`config.mk`:
```
export PLATFORM = sky130hd
export DESIGN_NAME = prio_arbiter8
export DESIGN_NICKNAME = d
export VERILOG_FILES = /design/src/rtl/prio_arbiter8_pkg.sv /design/src/rtl/prio_arbiter8_enc.sv /design/src/rtl/prio_arbiter8.sv
export SDC_FILE = /design/constraint.sdc
export NUM_CORES = 1
export LEC_CHECK = 0
export BUFFER_PORTS_ARGS = -buffer_cell sky130_fd_sc_hd__buf_4
export CORE_MARGIN = 2
export CORE_UTILIZATION = 56
export DETAILED_ROUTE_END_ITERATION = 12
export GPL_ROUTABILITY_DRIVEN = 0
export PLACE_DENSITY_LB_ADDON = 0.3
export REMOVE_ABC_BUFFERS = 1
export SLEW_MARGIN = 10
export SYNTH_ARGS = -nofsm -noshare
export SYNTH_HDL_FRONTEND = slang
export SYNTH_HIERARCHICAL = 1
export SYNTH_SLANG_ARGS = --single-unit
```
`constraint.sdc`:
```
create_clock -name clk -period 2.67 [get_ports clk]
set_input_delay 0.267 -clock clk [delete_from_list [all_inputs] [get_ports clk]]
set_output_delay 0.267 -clock clk [all_outputs]
set_load 0.02 [all_outputs]
```
`src/rtl/prio_arbiter8_pkg.sv`:
```
// Shared types and constants for the eight-requester priority arbiter.
// Latency: n/a (types and a pure decode helper only).
// Backpressure: n/a.
package prio_arbiter8_pkg;

    localparam int ID_W  = 3;
    localparam int N_REQ = 8;

    typedef enum logic [1:0] {
        IDLE  = 2'd0,
        GRANT = 2'd1,
        GAP   = 2'd2
    } arb_state_t;

    // Binary index to one-hot vector.
    function automatic logic [N_REQ-1:0] onehot8(input logic [ID_W-1:0] idx);
        logic [N_REQ-1:0] v;
        v      = '0;
        v[idx] = 1'b1;
        return v;
    endfunction

endpackage

```
`src/rtl/prio_arbiter8_enc.sv`:
```
// Combinational 8-to-3 priority encoder, highest set index wins, plus valid flag.
// Latency: 0 cycles (pure combinational).
// Backpressure: none.
// Ports: i_vec (request vector), o_idx (winning index), o_vld (any bit set).
module prio_enc8
    import prio_arbiter8_pkg::*;
(
    input  logic [N_REQ-1:0] i_vec,
    output logic [ID_W-1:0]  o_idx,
    output logic             o_vld
);

    always_comb begin
        o_idx = '0;
        o_vld = |i_vec;
        // Ascending scan: the last hit, i.e. the highest index, is kept.
        for (int i = 0; i < N_REQ; i++) begin
            if (i_vec[i]) begin
                o_idx = ID_W'(i);
            end
        end
    end

endmodule

```
`src/rtl/prio_arbiter8.sv`:
```
// Eight-requester arbiter: registered active-low requests, single owner held until release or hold timeout.
// Latency: request to grant 2 cycles; release to next grant 3 cycles (one-cycle GAP between owners).
// Backpressure: ei_n high blocks new grants only; an owner keeps the resource until it releases or times out.
// Ports: clk, rst (sync, active-high), ei_n, req_n[7:0] in; gnt[7:0], gnt_id[2:0], gnt_valid,
//        gs_n, eo_n, timeout out -- all outputs registered.
module prio_arbiter8
    import prio_arbiter8_pkg::*;
#(
    parameter int RR_MODE  = 0,
    parameter int MAX_HOLD = 16
)(
    input  logic             clk,
    input  logic             rst,
    input  logic             ei_n,
    input  logic [N_REQ-1:0] req_n,
    output logic [N_REQ-1:0] gnt,
    output logic [ID_W-1:0]  gnt_id,
    output logic             gnt_valid,
    output logic             gs_n,
    output logic             eo_n,
    output logic             timeout
);

    arb_state_t       r_state;
    logic [N_REQ-1:0] r_req_q;
    logic [N_REQ-1:0] r_mask;
    logic [ID_W-1:0]  r_last;
    logic [ID_W-1:0]  r_owner;
    logic [7:0]       r_hold_cnt;
    logic [N_REQ-1:0] r_gnt;
    logic             r_gnt_valid;
    logic             r_gs_n;
    logic             r_eo_n;
    logic             r_timeout;

    logic [N_REQ-1:0] w_elig;
    logic [N_REQ-1:0] w_rot;
    logic [N_REQ-1:0] w_enc_in;
    logic [ID_W-1:0]  w_enc_idx;
    logic             w_enc_vld;
    logic [ID_W-1:0]  w_winner;
    logic             w_owner_req;
    logic             w_hold_max;
    logic             w_timeout_hit;
    logic [N_REQ-1:0] w_mask_set;

    assign w_elig = r_req_q & ~r_mask;

    // Rotate so that index (last-1) lands on bit 7 and last itself on bit 0;
    // the highest-wins encoder then gives the round-robin search order.
    always_comb begin
        w_rot = '0;
        for (int j = 0; j < N_REQ; j++) begin
            w_rot[j] = w_elig[ID_W'(j) + r_last];
        end
    end

    assign w_enc_in = (RR_MODE != 0) ? w_rot : w_elig;

    prio_enc8 u_enc (
        .i_vec (w_enc_in),
        .o_idx (w_enc_idx),
        .o_vld (w_enc_vld)
    );

    // Undo the rotation with mod-8 addition (3-bit wrap).
    assign w_winner = (RR_MODE != 0) ? (w_enc_idx + r_last) : w_enc_idx;

    assign w_owner_req   = r_req_q[r_owner];
    assign w_hold_max    = (r_hold_cnt == 8'(MAX_HOLD - 1));
    // Release wins over timeout when both land in the same cycle.
    assign w_timeout_hit = (r_state == GRANT) && w_owner_req && w_hold_max;
    assign w_mask_set    = w_timeout_hit ? onehot8(r_owner) : '0;

    always_ff @(posedge clk) begin
        if (rst) begin
            r_state     <= IDLE;
            r_req_q     <= '0;
            r_mask      <= '0;
            r_last      <= '0;
            r_owner     <= '0;
            r_hold_cnt  <= '0;
            r_gnt       <= '0;
            r_gnt_valid <= 1'b0;
            r_gs_n      <= 1'b1;
            r_eo_n      <= 1'b1;
            r_timeout   <= 1'b0;
        end else begin
            r_req_q   <= ~req_n;
            // A masked requester becomes eligible again once it has dropped.
            r_mask    <= (r_mask & r_req_q) | w_mask_set;
            r_gs_n    <= !(!ei_n && (w_elig != '0));
            r_eo_n    <= !(!ei_n && (w_elig == '0));
            r_timeout <= 1'b0;

            case (r_state)
                IDLE: begin
                    if (!ei_n && w_enc_vld) begin
                        r_owner     <= w_winner;
                        r_hold_cnt  <= '0;
                        r_gnt       <= onehot8(w_winner);
                        r_gnt_valid <= 1'b1;
                        r_state     <= GRANT;
                    end
                end
                GRANT: begin
                    if (!w_owner_req) begin
                        r_gnt       <= '0;
                        r_gnt_valid <= 1'b0;
                        r_state     <= GAP;
                    end else if (w_hold_max) begin
                        r_gnt       <= '0;
                        r_gnt_valid <= 1'b0;
                        r_timeout   <= 1'b1;
                        r_state     <= GAP;
                    end else begin
                        r_hold_cnt  <= r_hold_cnt + 8'd1;
                    end
                end
                GAP: begin
                    r_last  <= r_owner;
                    r_state <= IDLE;
                end
                default: begin
                    r_state <= IDLE;
                end
            endcase
        end
    end

    assign gnt       = r_gnt;
    assign gnt_id    = r_owner;
    assign gnt_valid = r_gnt_valid;
    assign gs_n      = r_gs_n;
    assign eo_n      = r_eo_n;
    assign timeout   = r_timeout;

endmodule

```
==> flow_metrics.py <==
metrics = {
    "sta": {
        "slew_headroom_pct": 55.5,
        "rsz0062_at_grt": "false",
        "fmax_mhz": 438,
        "period_needed_ns": 2.28,
        "finalHoldViolCount": 0,
        "worstMarginPinSlew_ns": 0.662,
        "tns_ns": 0,
        "final_max_slew_viol_count": 0,
        "finalSetupViolCount": 0,
        "fin_skew_ns": 0.00448,
        "fin_crit_sh_pct": 85.5,
    },
    "floorplanning": {
        "rows": 20,
        "core_um2": 3080,
        "die_h_um": 61.0,
        "start_util_pct": 59.0,
        "io_pins": 26,
        "die_area_um2": 3720,
        "chipWidth_um": 61.0,
    },
    "layout": {
        "multi_input_area_um2": 931,
        "fillers": 271,
        "post-route-util_pct": 67.5,
        "nets": 240,
        "ff_latch_area_um2": 821,
        "drive_gt1_share_pct": 17.9,
        "areaGrowthSynthToFinish_pct": 14.3,
        "n_antenna_cell": 0,
    },
    "place": {
        "dpl.hpwl_um": 2600,
        "port_buffers": 25,
    },
    "cts": {
        "hold_buffers": 0,
        "cts_tree": "yes",
        "clock-sinks": 41,
        "clkTransAtPathRegs_ns": 0.11,
        "cts_buffers": 5,
        "clk_latency_ns": 0.34,
        "root_buffer": "clkbuf_4",
        "postCtsSetupBuffers": 0,
        "htreeDepth": 2,
        "clk_path_buf_depth": 2,
        "cts_resized": 0,
    },
    "synthesis": {
        "synth_ff_type": "dfxtp_1",
        "async_flop_share_pct": 0,
        "synth_top_area_cell": "dfxtp_1",
        "synth_edf_count": 0,
        "syn_area_um2": 1820,
        "ys_seq_area_share_pct": 45.2,
        "synth_area_leaders": "dfxtp_1, nand3b_1, o21ai_0",
        "synth_cell_types": 42,
        "netlist_instances": 203,
        "yosysWarningCount": 6,
        "yosysTopAreaCellShare_pct": 45.2,
        "avgSynthCellArea_um2": 8.95,
        "ys_ff_latch": 41,
    },
    "power": {
        "ir_drop_mv": 0.323,
        "p_leak_nw": 0.807,
        "p_per_area_nw_per_um2": 539,
    },
    "worst_setup_path": {
        "crit_slowest_cell": "or4b_1",
        "crit_start": "r_req_q[6]",
        "ff2ff_path_depth": 7,
        "ff2ff_setup_slack_ns": 0.39,
        "cp_max_fo": 7,
        "crit_end": "gnt[7]",
        "startpoint_type": "flip-flop",
        "max_stage_delay_ns": 0.61,
        "r2r-start": "r_req_q[6]",
        "critPathRequiredTime_ns": 2.95,
        "reg2reg_to": "gnt[7]",
        "critical_path.cell_chain": "nor2b_1 -> nor2_1 -> nand4_1 -> or4b_1 -> nor3b_1 -> nand3_1 -> o21ai_0",
        "critPathCaptureType": "flip-flop",
        "arrival_ns": 2.56,
        "critPathKind": "reg2reg",
    },
    "routing": {
        "via_per_inst": 5.56,
        "drc": 0,
        "drtIter0Drc": 91,
        "routedWlPerCell_um": 13.2,
        "antenna_left": 0,
        "vias": 1517,
        "drt_first_pass_iters": 4,
        "wl_um": 3620,
    },
    "global_routing": {
        "grt_pass1_wl_um": 6200,
        "grt_pass1_vias": 1426,
        "grt-ovfl-total": 0,
        "antenna_found_initial": 0,
        "grt_max_degree": 37,
        "grt_use_total_pct": 22.5,
    },
    "status": {
        "outcome": "finished, final reports clean",
    },
    "flow_run": {
        "drv_cap": 0,
    },
    "worst_hold_path": {
        "hold_path_class": "in2reg",
    },
}
per-layer routing:
layer	GRT usage (%)	vias up	routed length, um
li1	-	767	-
met1	26.9	700	1600
met2	37.9	40	1750
met3	6.82	10	185
met4	8.39	0	78
met5	0	-	0
power by group:
group	total (W)	switching (W)	internal, W	leakage, nW
Sequential	0.000658	0.0000262	0.000632	0.334
Combinational	0.000176	0.0000984	0.0000775	0.446
Clock	0.000285	0.000180	0.000105	0.0265
worst min path at each step:
stage | from | to | slack (ns) | cells after the start
after CTS | req_n[7] | r_req_q[7] | 0.05 | 2
after floorplan | rst | r_req_q[0] | 0.33 | 1
final | req_n[7] | r_req_q[7] | 0.06 | 2
after global placement | req_n[7] | r_req_q[7] | 0.42 | 2
after detailed placement | req_n[7] | r_req_q[7] | 0.42 | 2
after global routing | req_n[1] | r_req_q[1] | 0.04 | 2
through the flow:
step           cells  total power, W  setup WS [ns]  hold WS (ns)  instance area, um2
2_1_floorplan    195        0.000782          0.673         0.334                1780
3_3_place_gp     265        0.000842          0.550         0.417                2030
3_5_place_dp     265        0.000848          0.431         0.423                2030
4_1_cts          273         0.00113          0.412        0.0543                2080
5_1_grt          273         0.00118          0.201        0.0389                2080
6_report         273         0.00112          0.388        0.0639                2080
sequential cells by signal (all words and copies together), names as in the netlist:
name,flops
eo_n,1
gnt,8
gnt_id,3
gnt_valid,1
gs_n,1
r_hold_cnt,8
r_mask,8
r_req_q,8
r_state,2
timeout,1
layout by cell type (no fill, tap or decap), types with 3 or more instances in the layout:
cell type / netlist / routed
dfxtp_1: 41 / 41
buf_4: 0 / 26
nand2_1: 21 / 21
nor2_1: 18 / 18
o21ai_0: 16 / 16
a21oi_1: 12 / 12
nand3b_1: 11 / 11
nor2b_1: 10 / 10
nand2b_1: 9 / 9
nand3_1: 7 / 7
inv_1: 6 / 6
o31ai_1: 6 / 6
clkbuf_4: 0 / 5
nor4_1: 3 / 3
or4_1: 3 / 3
clkbuf_1: 6 / 3
cells by family after synthesis:
logic type | after synthesis | synth area share [%]
fa+ha+maj | 1 | 0.689
simple gates | 98 | 30.1
buf+inv | 15 | 3.58
compound gates | 43 | 15.2
mux | 5 | 5.30
flops | 41 | 45.2
worst max-delay path: cells and delay by family, from the launching register on:
family          cells  cell delay [ns]
flops               1             0.36
simple gates        6             1.77
compound gates      1             0.10
synthesized netlist by cell type (all sizes together) (6+ instances only):
library cell	instances
clkbuf	6
a21oi	13
nand3	7
nor2	18
dfxtp	41
nor2b	10
nand3b	11
nand2b	9
nand2	21
inv	7
o21ai	16
o31ai	7
layout make-up:
class	count	area share, %
Inverter	7	1.27
Tap cell	44	2.65
Timing Repair Buffer	26	9.40
Clock buffer	8	2.35
Multi-Input combinational cell	147	44.8
Sequential cell	41	39.5
(Power assumes the default switching activity.)
